## src/rtl/theme_ui_pkg.sv

```systemverilog
// -----------------------------------------------------------------------------
// theme_ui_pkg
// Shared definitions for the VGA theme user-interface blocks:
//   - btn_state_e : debounce FSM state encoding
//   - DEF_*       : default debounce / auto-repeat timing (100 MHz clock)
//   - THEME_COUNT : number of themes the theme controller cycles through
//   - max3()      : constant helper used to size shared counters
// -----------------------------------------------------------------------------
package theme_ui_pkg;

  typedef enum logic [1:0] {
    IDLE      = 2'd0,
    PRESS_CHK = 2'd1,
    HELD      = 2'd2,
    REL_CHK   = 2'd3
  } btn_state_e;

  // 10 ms debounce, 500 ms before first repeat, 200 ms between repeats
  localparam int unsigned DEF_DEBOUNCE_CYCLES = 32'd1000000;
  localparam int unsigned DEF_HOLD_CYCLES     = 32'd50000000;
  localparam int unsigned DEF_REPEAT_CYCLES   = 32'd20000000;

  localparam int unsigned THEME_COUNT = 32'd3;

  // Largest of three values; elaboration-time sizing helper.
  function automatic int unsigned max3(input int unsigned a,
                                       input int unsigned b,
                                       input int unsigned c);
    int unsigned m;
    m = a;
    if (b > m) begin
      m = b;
    end else begin
      m = m;
    end
    if (c > m) begin
      m = c;
    end else begin
      m = m;
    end
    return m;
  endfunction

endpackage

```

## src/rtl/theme_btn_debounce_sync_2ff.sv

```systemverilog
// -----------------------------------------------------------------------------
// sync_2ff
// Two-flop synchronizer bringing an asynchronous level into the clk domain.
// Ports:
//   clk : destination clock
//   rst : asynchronous reset, active-high, clears both stages to 0
//   d   : asynchronous input
//   q   : synchronized output (second stage)
// -----------------------------------------------------------------------------
module sync_2ff (
  input  logic clk,
  input  logic rst,
  input  logic d,
  output logic q
);

  logic s1_d, s1_q;
  logic s2_d, s2_q;

  // Next-value selection for the two synchronizer stages.
  always_comb begin
    s1_d = d;
    s2_d = s1_q;
  end

  // Synchronizer stage registers.
  always_ff @(posedge clk or posedge rst) begin
    if (rst) begin
      s1_q <= 1'b0;
      s2_q <= 1'b0;
    end else begin
      s1_q <= s1_d;
      s2_q <= s2_d;
    end
  end

  assign q = s2_q;

endmodule

```

## src/rtl/theme_btn_debounce.sv

```systemverilog
// -----------------------------------------------------------------------------
// theme_btn_debounce
// Conditions the raw theme pushbutton into a clean single-cycle change pulse
// for the theme controller and exports the debounced button level.
//
// Ports:
//   clk       : system clock
//   rst       : asynchronous reset, active-high
//   btn       : raw pushbutton, asynchronous, active-high
//   chg       : one-cycle change pulse per accepted press (registered)
//   btn_level : debounced level (1 in HELD / REL_CHK)
//   busy      : high while a press or release is being qualified
//
// Build option:
//   AUTO_REPEAT_EN : when defined, holding the button produces a repeat
//                    pulse after HOLD_CYCLES, then every REPEAT_CYCLES.
// -----------------------------------------------------------------------------
module theme_btn_debounce
  import theme_ui_pkg::*;
#(
  parameter int unsigned DEBOUNCE_CYCLES = DEF_DEBOUNCE_CYCLES,
  parameter int unsigned HOLD_CYCLES     = DEF_HOLD_CYCLES,
  parameter int unsigned REPEAT_CYCLES   = DEF_REPEAT_CYCLES
) (
  input  logic clk,
  input  logic rst,
  input  logic btn,
  output logic chg,
  output logic btn_level,
  output logic busy
);

  localparam int unsigned CNT_MAX = max3(DEBOUNCE_CYCLES, HOLD_CYCLES, REPEAT_CYCLES);
  localparam int unsigned CW      = $clog2(CNT_MAX + 32'd1);

  localparam logic [CW-1:0] CNT_ZERO = CW'(0);
  localparam logic [CW-1:0] CNT_ONE  = CW'(1);
  localparam logic [CW-1:0] CNT_SAT  = {CW{1'b1}};
  localparam logic [CW-1:0] DEB_W    = CW'(DEBOUNCE_CYCLES);

  logic       s2;
  btn_state_e state_d, state_q;
  logic [CW-1:0] cnt_d, cnt_q;
  logic [CW-1:0] cnt_inc;
  logic       chg_d, chg_q;
  logic       btn_level_d, btn_level_q;
  logic       busy_d, busy_q;

`ifdef AUTO_REPEAT_EN
  localparam logic [CW-1:0] HOLD_W = CW'(HOLD_CYCLES);
  localparam logic [CW-1:0] REP_W  = CW'(REPEAT_CYCLES);

  logic [CW-1:0] hold_cnt_d, hold_cnt_q;
  logic [CW-1:0] hold_inc;
  logic          rep_mode_d, rep_mode_q;
`endif

  sync_2ff u_sync (
    .clk (clk),
    .rst (rst),
    .d   (btn),
    .q   (s2)
  );

  // Saturating increments; counters never wrap back to zero.
  always_comb begin
    if (cnt_q == CNT_SAT) begin
      cnt_inc = cnt_q;
    end else begin
      cnt_inc = cnt_q + CNT_ONE;
    end
`ifdef AUTO_REPEAT_EN
    if (hold_cnt_q == CNT_SAT) begin
      hold_inc = hold_cnt_q;
    end else begin
      hold_inc = hold_cnt_q + CNT_ONE;
    end
`endif
  end

  // Debounce FSM next-state, counter and output decode.
  // The sample that moves the FSM out of IDLE/HELD already counts as the
  // first stable sample, so a press is accepted on the DEBOUNCE_CYCLES-th
  // consecutive high sample (immediately when DEBOUNCE_CYCLES is 1).
  always_comb begin
    state_d = state_q;
    cnt_d   = cnt_q;
    chg_d   = 1'b0;
`ifdef AUTO_REPEAT_EN
    hold_cnt_d = hold_cnt_q;
    rep_mode_d = rep_mode_q;
`endif
    case (state_q)
      IDLE: begin
        if (s2) begin
          if (CNT_ONE >= DEB_W) begin
            state_d = HELD;
            cnt_d   = CNT_ZERO;
            chg_d   = 1'b1;
          end else begin
            state_d = PRESS_CHK;
            cnt_d   = CNT_ONE;
          end
        end else begin
          cnt_d = CNT_ZERO;
        end
      end
      PRESS_CHK: begin
        if (!s2) begin
          state_d = IDLE;
          cnt_d   = CNT_ZERO;
        end else if (cnt_inc >= DEB_W) begin
          state_d = HELD;
          cnt_d   = CNT_ZERO;
          chg_d   = 1'b1;
        end else begin
          cnt_d = cnt_inc;
        end
      end
      HELD: begin
        if (!s2) begin
          if (CNT_ONE >= DEB_W) begin
            state_d = IDLE;
            cnt_d   = CNT_ZERO;
          end else begin
            state_d = REL_CHK;
            cnt_d   = CNT_ONE;
          end
        end else begin
`ifdef AUTO_REPEAT_EN
          // First pulse after HOLD_CYCLES, then every REPEAT_CYCLES.
          if (hold_inc >= (rep_mode_q ? REP_W : HOLD_W)) begin
            chg_d      = 1'b1;
            hold_cnt_d = CNT_ZERO;
            rep_mode_d = 1'b1;
          end else begin
            hold_cnt_d = hold_inc;
          end
`else
          cnt_d = CNT_ZERO;
`endif
        end
      end
      REL_CHK: begin
        // Hold counter is left untouched here so a release bounce only
        // pauses the auto-repeat timing.
        if (s2) begin
          state_d = HELD;
          cnt_d   = CNT_ZERO;
        end else if (cnt_inc >= DEB_W) begin
          state_d = IDLE;
          cnt_d   = CNT_ZERO;
        end else begin
          cnt_d = cnt_inc;
        end
      end
      default: begin
        state_d = IDLE;
        cnt_d   = CNT_ZERO;
      end
    endcase

`ifdef AUTO_REPEAT_EN
    // Any path out of the held region restarts repeat timing from scratch.
    if ((state_d == IDLE) || (state_d == PRESS_CHK)) begin
      hold_cnt_d = CNT_ZERO;
      rep_mode_d = 1'b0;
    end else begin
      hold_cnt_d = hold_cnt_d;
      rep_mode_d = rep_mode_d;
    end
`endif

    btn_level_d = (state_d == HELD) || (state_d == REL_CHK);
    busy_d      = (state_d == PRESS_CHK) || (state_d == REL_CHK);
  end

  // FSM state, counters and registered outputs.
  always_ff @(posedge clk or posedge rst) begin
    if (rst) begin
      state_q     <= IDLE;
      cnt_q       <= CNT_ZERO;
      chg_q       <= 1'b0;
      btn_level_q <= 1'b0;
      busy_q      <= 1'b0;
    end else begin
      state_q     <= state_d;
      cnt_q       <= cnt_d;
      chg_q       <= chg_d;
      btn_level_q <= btn_level_d;
      busy_q      <= busy_d;
    end
  end

`ifdef AUTO_REPEAT_EN
  // Auto-repeat hold timer registers.
  always_ff @(posedge clk or posedge rst) begin
    if (rst) begin
      hold_cnt_q <= CNT_ZERO;
      rep_mode_q <= 1'b0;
    end else begin
      hold_cnt_q <= hold_cnt_d;
      rep_mode_q <= rep_mode_d;
    end
  end
`endif

  assign chg       = chg_q;
  assign btn_level = btn_level_q;
  assign busy      = busy_q;

endmodule

```

## config.mk

```make
export PLATFORM = sky130hd
export DESIGN_NAME = theme_btn_debounce
export DESIGN_NICKNAME = d
export VERILOG_FILES = /design/src/rtl/theme_ui_pkg.sv /design/src/rtl/theme_btn_debounce_sync_2ff.sv /design/src/rtl/theme_btn_debounce.sv
export SDC_FILE = /design/constraint.sdc
export NUM_CORES = 1
export LEC_CHECK = 0
export ABC_AREA = 1
export CORE_MARGIN = 8
export CORE_UTILIZATION = 39
export CTS_CLUSTER_SIZE = 30
export DETAILED_ROUTE_END_ITERATION = 10
export GPL_TIMING_DRIVEN = 1
export HOLD_SLACK_MARGIN = 0.12
export PLACE_DENSITY = 0.61
export SYNTH_ARGS = -nofsm -noshare
export SYNTH_HDL_FRONTEND = slang
export SYNTH_SLANG_ARGS = --single-unit
```

## constraint.sdc

```tcl
create_clock -name clk -period 2.6 [get_ports clk]
set_clock_uncertainty 0.1 [all_clocks]
set_input_delay 0.65 -clock clk [delete_from_list [all_inputs] [get_ports clk]]
set_output_delay 0.65 -clock clk [all_outputs]
set_load 0.02 [all_outputs]
```

Yosys cells after proc, flatten, opt, wreduce, memory -nomap -nowiden --
Cells that the tools add are included.
Storage, ports and cells: register bits after elaboration 33, latch bits 0, memory bits (writable) 0, ROM bits 0, output and inout port bits 3, logic and storage cells 36, memories 0
Operators by class: $add $sub $neg 1, multiply operators 0, div/mod/pow operators 0, $lt $le $gt $ge 1, equal/unequal tests 7, shifts and indexed selects 0, mux-type cells 17, bitwise logic cells 0, reduce and logical (&&, ||, !) cells 3
Operators by type and width (number):
- two-way mux 26 bit | 4
- case mux 26 bit (4 select lines) | 1
- adder 26 x 1 -> 26 bit, second input constant | 1
- == test 26 bit, second input constant | 1
- greater-or-equal comparator 26 x 20 -> 1 bit, second input constant | 1
- two-way mux 2 bit | 6
- == test 2 bit, second input constant | 4
- case mux 2 bit (4 select lines) | 1
- two-way mux 1 bit | 5
- == test 2 x 1 -> 1 bit, second input constant | 2
- zero test 2 bit | 1
- logical OR 1 bit | 2

Logic depth before layout (Yosys ltp) --
word-level depth 8, mapped depth 16, depth with buffers taken out 16

Cells and area by module --
From an unflattened synthesis, not the netlist that was laid out.
Unflattened totals: cells, all modules 278, area total of the unflattened synthesis 1963.1 µm²
By module, submodules not included:
- theme_btn_debounce | instances 1, cells each 275, area an instance 1909.3 µm²
- sync_2ff | instances 1, cells each 3, area an instance 53.8 µm²

Worst setup path before layout --
OpenSTA, ideal clock, no wires.
path type flip-flop to flip-flop, from reg cnt_q[0], to reg cnt_q[13], setup time 137 ps, arrival 2025 ps, path slack 338 ps, stages on the path, launching flop included 15, path buffers 2, clock period less this slack 2262 ps, cells stage by stage dfrtp_1 > ha_1 > inv_2 > nor2_8 > nand2_4 > nor2_8 > nand2_4 > buf_6 > nand2_1 > nand2_1 > nor2_2 > nand2_1 > nand4_4 > buf_6 > a21oi_2
Between the ends: longest elaborated chain between the ends 6, elaborated cells between the ends (all ways) 8, those cells by class add/sub (1); order compare (1); eq/ne (1); mux (5)
Ends and longest elaborated chain:
- start, declared | RTL line theme_btn_debounce.sv:43 | logic [CW-1:0] cnt_d, cnt_q;
- start signal, assigned | RTL line theme_btn_debounce.sv:188 | cnt_q <= cnt_d;
- adder 26 x 1 -> 26 bit or == test 26 bit (tied branches) | RTL line theme_btn_debounce.sv:70, theme_btn_debounce.sv:67
- two-way mux 26 bit * | RTL line theme_btn_debounce.sv:67 | if (cnt_q == CNT_SAT) begin
- greater-or-equal comparator 26 x 20 -> 1 bit | RTL line theme_btn_debounce.sv:112, theme_btn_debounce.sv:150
- two-way mux 26 bit * | RTL line theme_btn_debounce.sv:112, theme_btn_debounce.sv:150
- two-way mux 26 bit (on tied branches) | RTL line theme_btn_debounce.sv:147, theme_btn_debounce.sv:109
- case mux 26 bit (4 select lines) * | RTL line theme_btn_debounce.sv:93 | case (state_q)
- net cnt_d[13] | RTL line theme_btn_debounce.sv:43
Mark *: on every way through the listed nets, which the timed path passes. The rest lies on a longest branch.

Final worst setup path --
from reg cnt_q[1], to reg cnt_q[16]
The elaborated chain is that of the path after synthesis.

==> results.md <==
* Switching fraction of total power at 0.298
* Post-Synthesis Cells at 275
* Cts repair resizes at 0
* Synth area leaders: dfrtp_1, nand2_1, nor2_1
* Final Hold Fails at 0
* DRT Wirelength at 4760 um
* Initial core utilization at 0.399
* Critical Path RT at 2670 ps
* Layout fillers at 507
* R2R depth at 14
* H-tree levels at 2
* Startpoint Class: flop
* Setup violators final at 0
* Gr usage total at 0.135
* Number of flops mapped to enable cells by yosys at 0
* Clock latency on the worst-skew pair at 290 ps
* Iteration-0 DRC Markers at 137
* Most instantiated cells after synthesis: nand2_1, nor2_1, dfrtp_1
* Core Area at 0.00504 mm2
* Cell Area, Synth at 0.00201 mm2
* DR vias at 1783
* Top delay family on crit path: simple AND/OR/NAND/NOR gates
* First-pass GRT wire length at 8010 um
* Leading area contributor after synthesis: dfrtp_1
* Grt ovf at 0
* Worst stage delay on the critical path at 380 ps
* Pin count of the biggest net entering global routing at 33
* Netlist cell types at 30
* Net Sw Power at 340 uW
* WP depth at 14
* Final Slew Violations at 0
* Area share of the largest cell type after synthesis at 0.398
* Class of the worst hold path: flop to flop
* Detail Route Antenna Nets at 0
* Multi-input gate area at 0.00112 mm2
* Hold WS at 276 ps
* Pleak at 1.00 nW
* Arrival @ worst endpoint at 2460 ps
* Area grow syn2layout at 15.6%
* Clk root buf: clkbuf_8
* DP Area at 0.00222 mm2
* P_int at 801 uW
* Antenna cell count at 0
* # DRC at 0
* Design Area, Final at 0.00232 mm2
* Sequential share of the synthesized area at 0.398
* Final net count at 302
* Period minus WS final at 2390 ps
* Seq. cell area at 801 um2
* CP endpoint kind: flop
* PwrDens at 491 mW/mm2
* Flops & latches, synth at 32
* Die area at 0.00771 mm2
* I/O pins at 6
* Share of cells above drive strength 1 at 0.151
* Wirelength per Cell at 12.9 um
* Die H at 87.8 um
* Syn_area_per_cell at 7.31 um2
* Hold_buf cts at 0
* Vias per inst at 4.83
* DRT Pass-1 Iters at 6
* Clock sinks at 32
* Initial antenna violation count at 0
* Post-DP HPWL at 3720 um
* CP max FO at 24
* Setup TNS at 0 ps
* Most numerous cell in the Yosys netlist: nand2_1
* Vias in the first global route at 1697
* Clk slew on worst S/H paths at 70 ps
* Combinational power share at 0.166
* Final cycle utilization of the critical path at 0.919
* DIE WIDTH at 87.8 um
* Unrepaired setup endpoints after global routing: no
* Status: completed
* Async S/R FF share, synth at 1.00
* Post-CTS Setup Inserts at 0
* Port bufs at 5
* Clk buf depth at 2
* VDD IR max at 0.464 mV
* Synth Warn # at 0
* CTS tree: built
* CP Cell Sequence: ha_2 -> inv_2 -> nor2_8 -> nand2_4 -> nor2_8 -> nand2_8 -> buf_4 -> nand3_1 -> nor2_1 -> nor2_1 -> nand3_2 -> nand4_4 -> buf_12 -> a21oi_1
* Clock power share at 0.338
* Routability cong. at 0.888
* Critical path class: flop to flop
* Worst hold stages at 0
* F_max at 418 MHz
* Sequential cell fraction of total power at 0.495
* Max_cap viols at 0
* Row cnt at 26
* Slowest cell on crit path: dfrtp_1
* Synth Flop Type: dfrtp_1
* Num CTS Buffers at 5
* Buffers and inverters on the worst path at 3
==> sequential cells by signal, indices dropped and copies added, names as in the netlist <==
name / cells
btn_level: 1
busy: 1
chg: 1
cnt_q: 26
state_q: 1
u_sync.q: 1
u_sync.s1_q: 1
==> power groups by stage <==
stage,clock (mW),combinational (mW),sequential [mW]
after detailed placement,0,0.192,0.575
after global routing,0.422,0.212,0.571
after global placement,0,0.191,0.574
final,0.386,0.190,0.565
after CTS,0.404,0.193,0.565
after floorplan,0,0.0870,0.597
==> placed cells by master, fill, tap and decap left out, types with 2 or more instances in the layout <==
master,count
conb_1,6
inv_2,2
nor2_8,2
clkdlybuf4s50_1,5
a21oi_1,9
xnor2_1,5
nor2_4,2
nor2_1,41
xor2_1,4
inv_1,21
nor2_2,9
nand2_1,94
clkinvlp_4,2
a21oi_2,5
o21ai_0,3
nand3_2,2
clkbuf_8,5
nand3_1,22
dfrtp_1,32
nand4_1,6
buf_4,8
==> path summary, 6_finish.rpt <==
kind	slack, ps	start	to
worst max register to register	210	cnt_q[1]	cnt_q[16]
worst min-delay path	280	u_sync.s1_q	u_sync.q
min in group asynchronous	640	rst	cnt_q[6]
max in group asynchronous	1450	rst	cnt_q[21]
worst min register to register	280	u_sync.s1_q	u_sync.q
worst max-delay path	210	cnt_q[1]	cnt_q[16]
==> area by class of cell <==
class	instances	area share
multi-input cells	221	0.483
clock inverters	3	0.0102
well taps	70	0.0377
inverters	24	0.0388
repair buffers	14	0.0560
flip-flops and latches	32	0.344
clock buffers	5	0.0296
==> layer usage <==
metal	track usage	part of all wire	wire [um]	vias up
met5	0	0	0	-
met4	0.0422	0.012	55	0
met3	0.0281	0.048	227	5
met2	0.229	0.49	2310	42
met1	0.167	0.45	2160	827
li1	-	-	-	909
==> through the flow <==
| stage | total power, mW | std cells | setup WS, ps | utilization |
|---|---|---|---|---|
| after CTS | 1.16 | 369 | 122 | 0.459 |
| after floorplan | 0.684 | 280 | 338 | - |
| after detailed placement | 0.767 | 361 | 138 | 0.440 |
| final | 1.14 | 369 | 209 | 0.461 |
| after global placement | 0.765 | 361 | 174 | 0.440 |
| after global routing | 1.20 | 369 | 41.2 | 0.461 |
==> cells by family (layout without fill, tap and decap cells) <==
group | count (synthesis) | after routing | synth area share
AOI/OAI and AO/OA | 18 | 18 | 0.0554
xor gates and xnor gates | 10 | 10 | 0.0473
other | 1 | 6 | 0.00187
and+or+nand+nor | 186 | 186 | 0.433
adders and majority gates | 1 | 1 | 0.00622
DFF | 32 | 32 | 0.398
buffers and inverters | 27 | 46 | 0.0579
Power figures use the tool's default switching activity.
